File: config.mk
export PLATFORM = sky130hd
export DESIGN_NAME = ps2_host_tx
export DESIGN_NICKNAME = d
export VERILOG_FILES = /design/src/rtl/ps2_host_tx.sv
export SDC_FILE = /design/constraint.sdc
export NUM_CORES = 1
export LEC_CHECK = 0
export ABC_AREA = 1
export BUFFER_PORTS_ARGS = -buffer_cell sky130_fd_sc_hd__buf_4
export CORE_ASPECT_RATIO = 1.75
export CORE_MARGIN = 5
export CORE_UTILIZATION = 55
export CTS_CLUSTER_DIAMETER = 50
export DETAILED_ROUTE_END_ITERATION = 8
export PLACE_DENSITY = 0.84
export SYNTH_ARGS = -nofsm -noshare
export SYNTH_HDL_FRONTEND = slang
export SYNTH_SLANG_ARGS = --single-unit
File: constraint.sdc
create_clock -name clk -period 1.93 [get_ports clk]
set_input_delay 0.2895 -clock clk [delete_from_list [all_inputs] [get_ports clk]]
set_output_delay 0.2895 -clock clk [all_outputs]
set_load 0.005 [all_outputs]
File: src/rtl/ps2_host_tx.sv
// PS/2 host-to-device transmitter.
// Sequence: inhibit the bus, request-to-send, shift an 11-bit frame on
// device clocks, check the device ACK, then report completion.
// The pads are open-collector: a 1 on an *_oe output pulls the line low.
module ps2_host_tx #(
    parameter int INHIBIT_CYCLES = 10000,
    parameter int TIMEOUT_CYCLES = 2000000
) (
    input  logic       clk,
    input  logic       RSTN,
    input  logic       wr,
    input  logic [7:0] wdata,
    output logic       busy,
    output logic       done,
    output logic       ack_err,
    output logic       timeout,
    input  logic       ps2_clk_i,
    input  logic       ps2_dat_i,
    output logic       ps2_clk_oe,
    output logic       ps2_dat_oe,
    output logic       rx_inhibit
);

    localparam int INH_W = $clog2(INHIBIT_CYCLES + 1);
    localparam int TO_W  = $clog2(TIMEOUT_CYCLES + 1);

    // The start bit goes onto the bus one cycle before the clock is released,
    // so the clock stays low for exactly INHIBIT_CYCLES cycles in total.
    localparam logic [INH_W-1:0] INH_START = INH_W'(INHIBIT_CYCLES - 2);
    localparam logic [INH_W-1:0] INH_LAST  = INH_W'(INHIBIT_CYCLES - 1);
    localparam logic [TO_W-1:0]  TO_LAST   = TO_W'(TIMEOUT_CYCLES - 1);

    localparam logic [2:0] S_IDLE      = 3'd0;
    localparam logic [2:0] S_INHIBIT   = 3'd1;
    localparam logic [2:0] S_REQ       = 3'd2;
    localparam logic [2:0] S_SHIFT     = 3'd3;
    localparam logic [2:0] S_ACK       = 3'd4;
    localparam logic [2:0] S_WAIT_IDLE = 3'd5;
    localparam logic [2:0] S_ABORT     = 3'd6;

    logic [2:0]       state;
    logic [INH_W-1:0] inh_cnt;
    logic [TO_W-1:0]  to_cnt;
    logic [3:0]       bit_cnt;
    logic [9:0]       frame;

    logic ps2_clk_p0, ps2_clk_p1, ps2_clk_p2;
    logic ps2_dat_p0, ps2_dat_p1;
    logic clk_fall;
    logic to_hit;
    logic frame_adv;

    // Pad synchronisers; the third clock stage is the previous sample for edge detection.
    always_ff @(posedge clk or negedge RSTN) begin
        if (!RSTN) begin
            ps2_clk_p0 <= 1'b1;
            ps2_clk_p1 <= 1'b1;
            ps2_clk_p2 <= 1'b1;
            ps2_dat_p0 <= 1'b1;
            ps2_dat_p1 <= 1'b1;
        end else begin
            ps2_clk_p0 <= ps2_clk_i;
            ps2_clk_p1 <= ps2_clk_p0;
            ps2_clk_p2 <= ps2_clk_p1;
            ps2_dat_p0 <= ps2_dat_i;
            ps2_dat_p1 <= ps2_dat_p0;
        end
    end

    assign clk_fall   = ~ps2_clk_p1 & ps2_clk_p2;
    assign to_hit     = (to_cnt == TO_LAST);
    assign frame_adv  = ((state == S_REQ) || (state == S_SHIFT)) && clk_fall && !to_hit;
    assign rx_inhibit = busy;

    // Frame register: loaded on an accepted write, shifted right as each bit is driven.
    always_ff @(posedge clk) begin
        if ((state == S_IDLE) && wr) begin
            frame <= {1'b1, ~^wdata, wdata};
        end else if (frame_adv) begin
            frame <= {1'b1, frame[9:1]};
        end
    end

    // Transaction sequencer: inhibit, request-to-send, shift, ACK, bus idle.
    always_ff @(posedge clk or negedge RSTN) begin
        if (!RSTN) begin
            state      <= S_IDLE;
            inh_cnt    <= '0;
            to_cnt     <= '0;
            bit_cnt    <= '0;
            busy       <= 1'b0;
            done       <= 1'b0;
            ack_err    <= 1'b0;
            timeout    <= 1'b0;
            ps2_clk_oe <= 1'b0;
            ps2_dat_oe <= 1'b0;
        end else begin
            done <= 1'b0;
            case (state)
                S_IDLE: begin
                    ps2_clk_oe <= 1'b0;
                    ps2_dat_oe <= 1'b0;
                    if (wr) begin
                        ack_err    <= 1'b0;
                        timeout    <= 1'b0;
                        busy       <= 1'b1;
                        inh_cnt    <= '0;
                        ps2_clk_oe <= 1'b1;
                        state      <= S_INHIBIT;
                    end
                end
                S_INHIBIT: begin
                    inh_cnt <= inh_cnt + 1'b1;
                    if (inh_cnt == INH_START) begin
                        ps2_dat_oe <= 1'b1;
                    end
                    if (inh_cnt == INH_LAST) begin
                        ps2_clk_oe <= 1'b0;
                        to_cnt     <= '0;
                        state      <= S_REQ;
                    end
                end
                S_REQ, S_SHIFT, S_ACK: begin
                    if (to_hit) begin
                        ps2_clk_oe <= 1'b0;
                        ps2_dat_oe <= 1'b0;
                        timeout    <= 1'b1;
                        state      <= S_ABORT;
                    end else begin
                        to_cnt <= to_cnt + 1'b1;
                        if (clk_fall) begin
                            case (state)
                                S_REQ: begin
                                    ps2_dat_oe <= ~frame[0];
                                    bit_cnt    <= 4'd1;
                                    state      <= S_SHIFT;
                                end
                                S_SHIFT: begin
                                    ps2_dat_oe <= ~frame[0];
                                    bit_cnt    <= bit_cnt + 1'b1;
                                    if (bit_cnt == 4'd9) begin
                                        state <= S_ACK;
                                    end
                                end
                                default: begin
                                    ack_err <= ps2_dat_p1;
                                    state   <= S_WAIT_IDLE;
                                end
                            endcase
                        end
                    end
                end
                S_WAIT_IDLE: begin
                    if (ps2_clk_p1 && ps2_dat_p1) begin
                        done  <= 1'b1;
                        busy  <= 1'b0;
                        state <= S_IDLE;
                    end
                end
                S_ABORT: begin
                    done  <= 1'b1;
                    busy  <= 1'b0;
                    state <= S_IDLE;
                end
                default: begin
                    state <= S_IDLE;
                end
            endcase
        end
    end

endmodule

# == Word-level counts from Yosys, hierarchy flattened ==
# Index checks and enable logic that the tools add are counted.
# Widths: inputs -> output; s select.
# classes
addsub,3
n_eq_ne,21
muxes,37
bitwise,4
reduce_logical,26
# op_table
operator,count
$mux 21,2
$pmux 21 s2,1
$eq 14x14->1 const B,2
$pmux 14 s2,1
$add 21x1->21 const B,1
$eq 21x21->1 const B,1
$mux 3,6
$mux 9,2
$ne 2x2->1 const B,8
$mux 1,15
$add 14x1->14 const B,1
$mux 14,1
$pmux 3 s4,1
$reduce_and 3->1,4
$reduce_and 5->1,2
$reduce_bool 2->1,5
$eq 3x3->1 const B,3
$pmux 1 s3,3
$pmux 4 s2,1
$reduce_and 4->1,2
$reduce_xnor 8->1,1
$eq 3x2->1 const B,2
$ne 3x3->1 const B,2
$pmux 1 s2,3
15 further kinds,21
# totals
register_bits,62
input_bits,13
out_inout_bits,7
wordCells,107

# == Longest topological paths before layout ==
# depth
word_depth,6
ltp_mapped,13
ltp_nobuf,12

# == Worst setup path after synthesis ==
# No wires, ideal clock.
# synth_timing
path_type,register -> register
from,reg to_cnt[0]
to,"reg frame[0], enable pin"
setup_time_ns,0.334
arrival_time_ns,1.476
required_ns,1.596
setup_slack_ns,0.120
stages_incl_launch_ff,8
n_path_buf,1
synth_period_minus_slack_ns,1.810
path_cell_list,dfrtp_1 > ha_1 > buf_4 > nand3_1 > nor2_1 > nand3_1 > nand2_1 > nand2_1
# synth_between
elab_chain_cells,4
# synth_lines
item,line_no,rtl
"start, declared",43,logic [TO_W-1:0] to_cnt;
"start signal, assigned",130,to_cnt <= to_cnt + 1'b1;
$eq 21x21->1,71,assign to_hit = (to_cnt == TO_LAST);
$logic_not 1->1,72,assign frame_adv = ((state == S_REQ) || (state == S_SHIFT)) && clk_fall && !to_hit;
$logic_and 1x1->1,72,
$reduce_bool 2->1 (no line),n/a,
"end signal, assigned",78,"frame <= {1'b1, ~^wdata, wdata};"
"end signal, assigned",80,"frame <= {1'b1, frame[9:1]};"
"end, declared",45,logic [9:0] frame;
# Every way passes these cells.
# A chain may end at the register's enable or synchronous reset.

# == Worst setup path after layout ==
# layout_timing
from,reg state[0]
to,reg to_cnt[14]
# layout_between
elab_chain_cells,4
elab_cells_between_ends,10
cone_classes,eq/ne: 6; mux: 1; reduce/logical: 3
# layout_lines
item,line_no,rtl
"start, declared",41,logic [2:0] state;
"start signal, assigned",87,state <= S_IDLE;
"start signal, assigned",109,state <= S_INHIBIT;
"start signal, assigned",120,state <= S_REQ;
$eq 3x2->1 or $eq 3x3->1 (tied branches),99,case (state)
$reduce_or 3->1,99,
$ne 2x2->1 (no line) or $reduce_bool 2->1 (tied branches),n/a,
$reduce_and 3->1 (no line),n/a,
# Several ways; a longest one is shown, not always the timed one.

==> impl.org <==
** Timing
- On the final layout, the worst hold slack is 54.4 ps.
- The worst path meets setup with 167 ps of slack.
- The count of final max-slew check failures was 0.
- Tmin final :: 1760 ps
- After routing, the total negative slack on setup checks comes to 0 ps.
- At the pin with the least slew margin, the transition time is 680 ps.
- Based on the critical path, the design can be clocked at up to 567 MHz.
- Final setup violation count :: 0
- Setup repair after global routing left no endpoint under its margin.
- Maximum clock skew at final layout :: 7.05 ps
- After layout, the worst path uses 91.4% of the clock period.
- The number of hold violations in the final report was 0.
- Slew Limit Headroom :: 54.7%

** CTS
- Clock transition at the register clock pins on the worst setup and hold paths after CTS :: 60 ps
- Clk root buf :: clkbuf_8
- At the later pin of the worst-skew pair, clock insertion delay measures 340 ps.
- The clock tree synthesis step divided the H-tree into 3 levels.
- CTS tree :: yes
- TritonCTS created 9 clock buffers.
- The number of setup buffers added after CTS is 0.
- Sinks on the clock net :: 62
- The longest clock path from root to sink contains 2 buffers.

** Logic synthesis
- In the synthesized netlist the async set-or-reset flop fraction comes to 85.5%.
- After synthesis the cells add up to 3500 µm².
- Number of standard cells after synthesis :: 469
- Most frequently used flop master after synthesis :: dfrtp_1
- Yosys mapped a number of flops with a built-in enable equal to 9.
- Syn_area_per_cell :: 7.46 µm²
- Yosys printed 0 warnings.
- Share of the yosys chip area belonging to registers :: 45.8%
- Total of flip-flops plus latches after synthesis :: 62
- Net count of the mapped netlist :: 487
- Synth unique cells :: 36

** Floorplanning
- Die height :: 116 µm
- The floorplan has 38 rows.
- X dimension of the die :: 70.3 µm
- Once the floorplan was initialized, standard cells occupied 56.6% of the core.
- Die footprint :: 8120 µm²
- Pin placement for this block handled 20 I/O pins.
- Total core area :: 6180 µm²

** Setup path
- STA classifies the critical path endpoint as a register.
- On the critical path the largest part of the delay comes from simple AND/OR/NAND/NOR gates.
- The critical path in this run is classified as register to register.
- Element type at the critical path start :: register
- CP max stage cell :: dfrtp_1
- Crit path buf inv count :: 4
- Data on the critical path arrives at its endpoint at 1980 ps.
- Walking the worst path, the cells encountered are inv_1 > nand2_1 > nor2_2 > inv_2 > nand2_4 > inv_2 > nand2_2 > nand2_2 > nor2_4 > inv_4 > nand2_1 > o21ai_0.
- The worst register-to-register path has a setup slack of 170 ps.
- Data required time at the worst endpoint :: 2140 ps
- CP peak stage delay :: 430 ps
- Of all nets on the critical path, the largest fanout is 16.

** Finish
- Measured on the finished design, the core utilization comes to 63.5%.
- The repair_antennas step left the layout with diodes totalling 0.
- Net count reported at finish :: 518
- Share of post-route cells with drive strength above 1 :: 12.9%
- Leaving out filler cells and counting taps, the final layout contains 585.
- Relative area change from synthesis to final layout :: 12.1%

** Routing
- Routed wire length on met3 :: 420 µm
- Via-to-Cell Ratio :: 5.41
- After detailed routing, the average wire length per cell comes to 13.7 µm.
- The highest layer touched by signal routing is met4.
- Sum of met2 wire segment lengths after detailed routing :: 4290 µm
- Number of vias after detailed routing :: 3163
- DRC :: 0
- Pre-antenna DRT Iters :: 5
- Metal1 wirelength :: 2970 µm
- Iteration-0 DRC Markers :: 238
- Remaining antenna violation count after routing :: 0
- For this block, the routed nets add up to 8030 µm of wire.

** Power
- The analysis attributes to cell leakage a power of 1.83 nW.
- Power density over the cells :: 1190 nW/µm²
- VDD sags by at most 1.03 mV.

** Hold path
- HP Class :: input pin to register

** Placed design
- Prior to clock tree synthesis, the placed netlist has a worst setup slack of 115 ps.
- Quantity of I/O buffers inserted on ports :: 19
- At the end of routability-driven placement, the weighted congestion stood at 0.900.
- Placed Cells incl. Taps :: 568
- Placed wire-length estimate :: 6000 µm

** GRT
- Entering global routing, the biggest net connects 54 pins.
- In the global route stage, overall resource usage came out at 21.7%.
- Aggregate global routing overflow :: 0
- The initial antenna violation count was 0.
- Wire length of the first global-routing pass :: 13700 µm
- The via count of the first global-routing pass was 3196.

** Status
- The flow ran to the end, and the final reports show no timing, DRC or antenna violations.

** Job
- Max Cap Viol :: 0
-- layer usage --
layer	up-vias	GRT usage (%)
met4	0	13.9
met2	98	39.0
met1	1477	21.4
met5	-	0
met3	30	6.42
li1	1558	-
-- repair_timing --
item / in CTS / in global routing
endpoints found under the setup margin: 0 / 9
resized for setup: 0 / 2
hold buffers: 1 / 0
endpoints found under the hold margin: 8 / 0
-- cell usage in the layout, fill, tap and decap left out, types with 2 or more instances in the layout --
| master | instances |
|---|---|
| dfstp_2 | 5 |
| nand2_1 | 154 |
| nand2_2 | 5 |
| nor2_2 | 3 |
| xor2_1 | 12 |
| a21oi_1 | 8 |
| or2_2 | 2 |
| edfxtp_1 | 9 |
| dfrtp_1 | 48 |
| o21ai_0 | 23 |
| clkbuf_1 | 5 |
| o21ai_2 | 2 |
| nand3b_1 | 2 |
| o21ai_1 | 2 |
| nor3_1 | 5 |
| nand4_1 | 8 |
| clkinv_2 | 2 |
| clkbuf_8 | 9 |
| nor2_1 | 59 |
| inv_1 | 42 |
| nand3_1 | 36 |
| buf_4 | 29 |
| inv_2 | 5 |
| xnor2_1 | 7 |
| ha_1 | 5 |
| o22ai_1 | 7 |
-- through the flow --
stage | instance area (µm²) | power [W]
finish | 3930 | 0.00466
global route | 3930 | 0.00501
CTS | 3920 | 0.00468
detailed placement | 3760 | 0.00372
global placement | 3760 | 0.00365
floorplan | 3500 | 0.00316
-- Yosys cell counts, types with 3 or more instances --
cell | instances | area [µm²]
inv_2 | 5 | 18.8
nor2_2 | 3 | 18.8
dfstp_2 | 5 | 131
ha_1 | 5 | 62.6
xnor2_1 | 7 | 61.3
o21ai_0 | 23 | 115
dfrtp_1 | 48 | 1200
nand2_1 | 156 | 586
buf_4 | 3 | 22.5
nor3_1 | 5 | 25.0
buf_2 | 4 | 20.0
o22ai_1 | 7 | 43.8
xor2_1 | 12 | 105
nand4_1 | 8 | 50.1
a21oi_1 | 8 | 40.0
nor2_1 | 59 | 221
nand2_2 | 3 | 18.8
edfxtp_1 | 9 | 270
nand3_1 | 36 | 180
inv_1 | 42 | 158
-- layout make-up --
class	instances	area [µm²]
well taps	80	100
fillers	532	2260
inverters	49	186
flip-flops and latches	62	1600
repair buffers	30	228
multi-input cells	348	1660
clock inverters	2	10.0
clock buffers	14	143
-- final timing paths --
check	start	to	cells after the start
max in group asynchronous	RSTN	bit_cnt[2]	2
worst max register to register	state[0]	to_cnt[14]	12
worst min register to register	ps2_clk_p0	ps2_clk_p1	0
worst max-delay path	state[0]	to_cnt[14]	12
worst min-delay path	ps2_clk_i	ps2_clk_p0	1
min in group asynchronous	RSTN	to_cnt[10]	2
-- flip-flops by register name, indices dropped and copies added (netlist names) --
name	flops
timeout	1
to_cnt	21
busy	1
ack_err	1
ps2_clk_p1	1
ps2_clk_oe	1
ps2_dat_oe	1
ps2_dat_p0	1
ps2_clk_p2	1
done	1
ps2_clk_p0	1
state	3
inh_cnt	14
frame	9
ps2_dat_p1	1
bit_cnt	4
-- power breakdown --
part           leakage, nW  switching [W]  internal [W]  total [W]
clock               0.0784       0.000474      0.000464   0.000938
sequential           0.783       0.000218       0.00164    0.00186
combinational        0.971        0.00123      0.000632    0.00187
-- cell families (layout without fill, tap and decap cells) --
logic type | after synthesis | count (layout) | share of synthesized area (%)
xor gates and xnor gates | 19 | 19 | 4.75
AOI/OAI and AO/OA | 47 | 47 | 7.58
buffers and inverters | 59 | 95 | 7.08
DFF | 62 | 62 | 45.8
and+or+nand+nor | 277 | 277 | 33.0
adders and majority gates | 5 | 5 | 1.79
(Power assumes the default switching activity.)
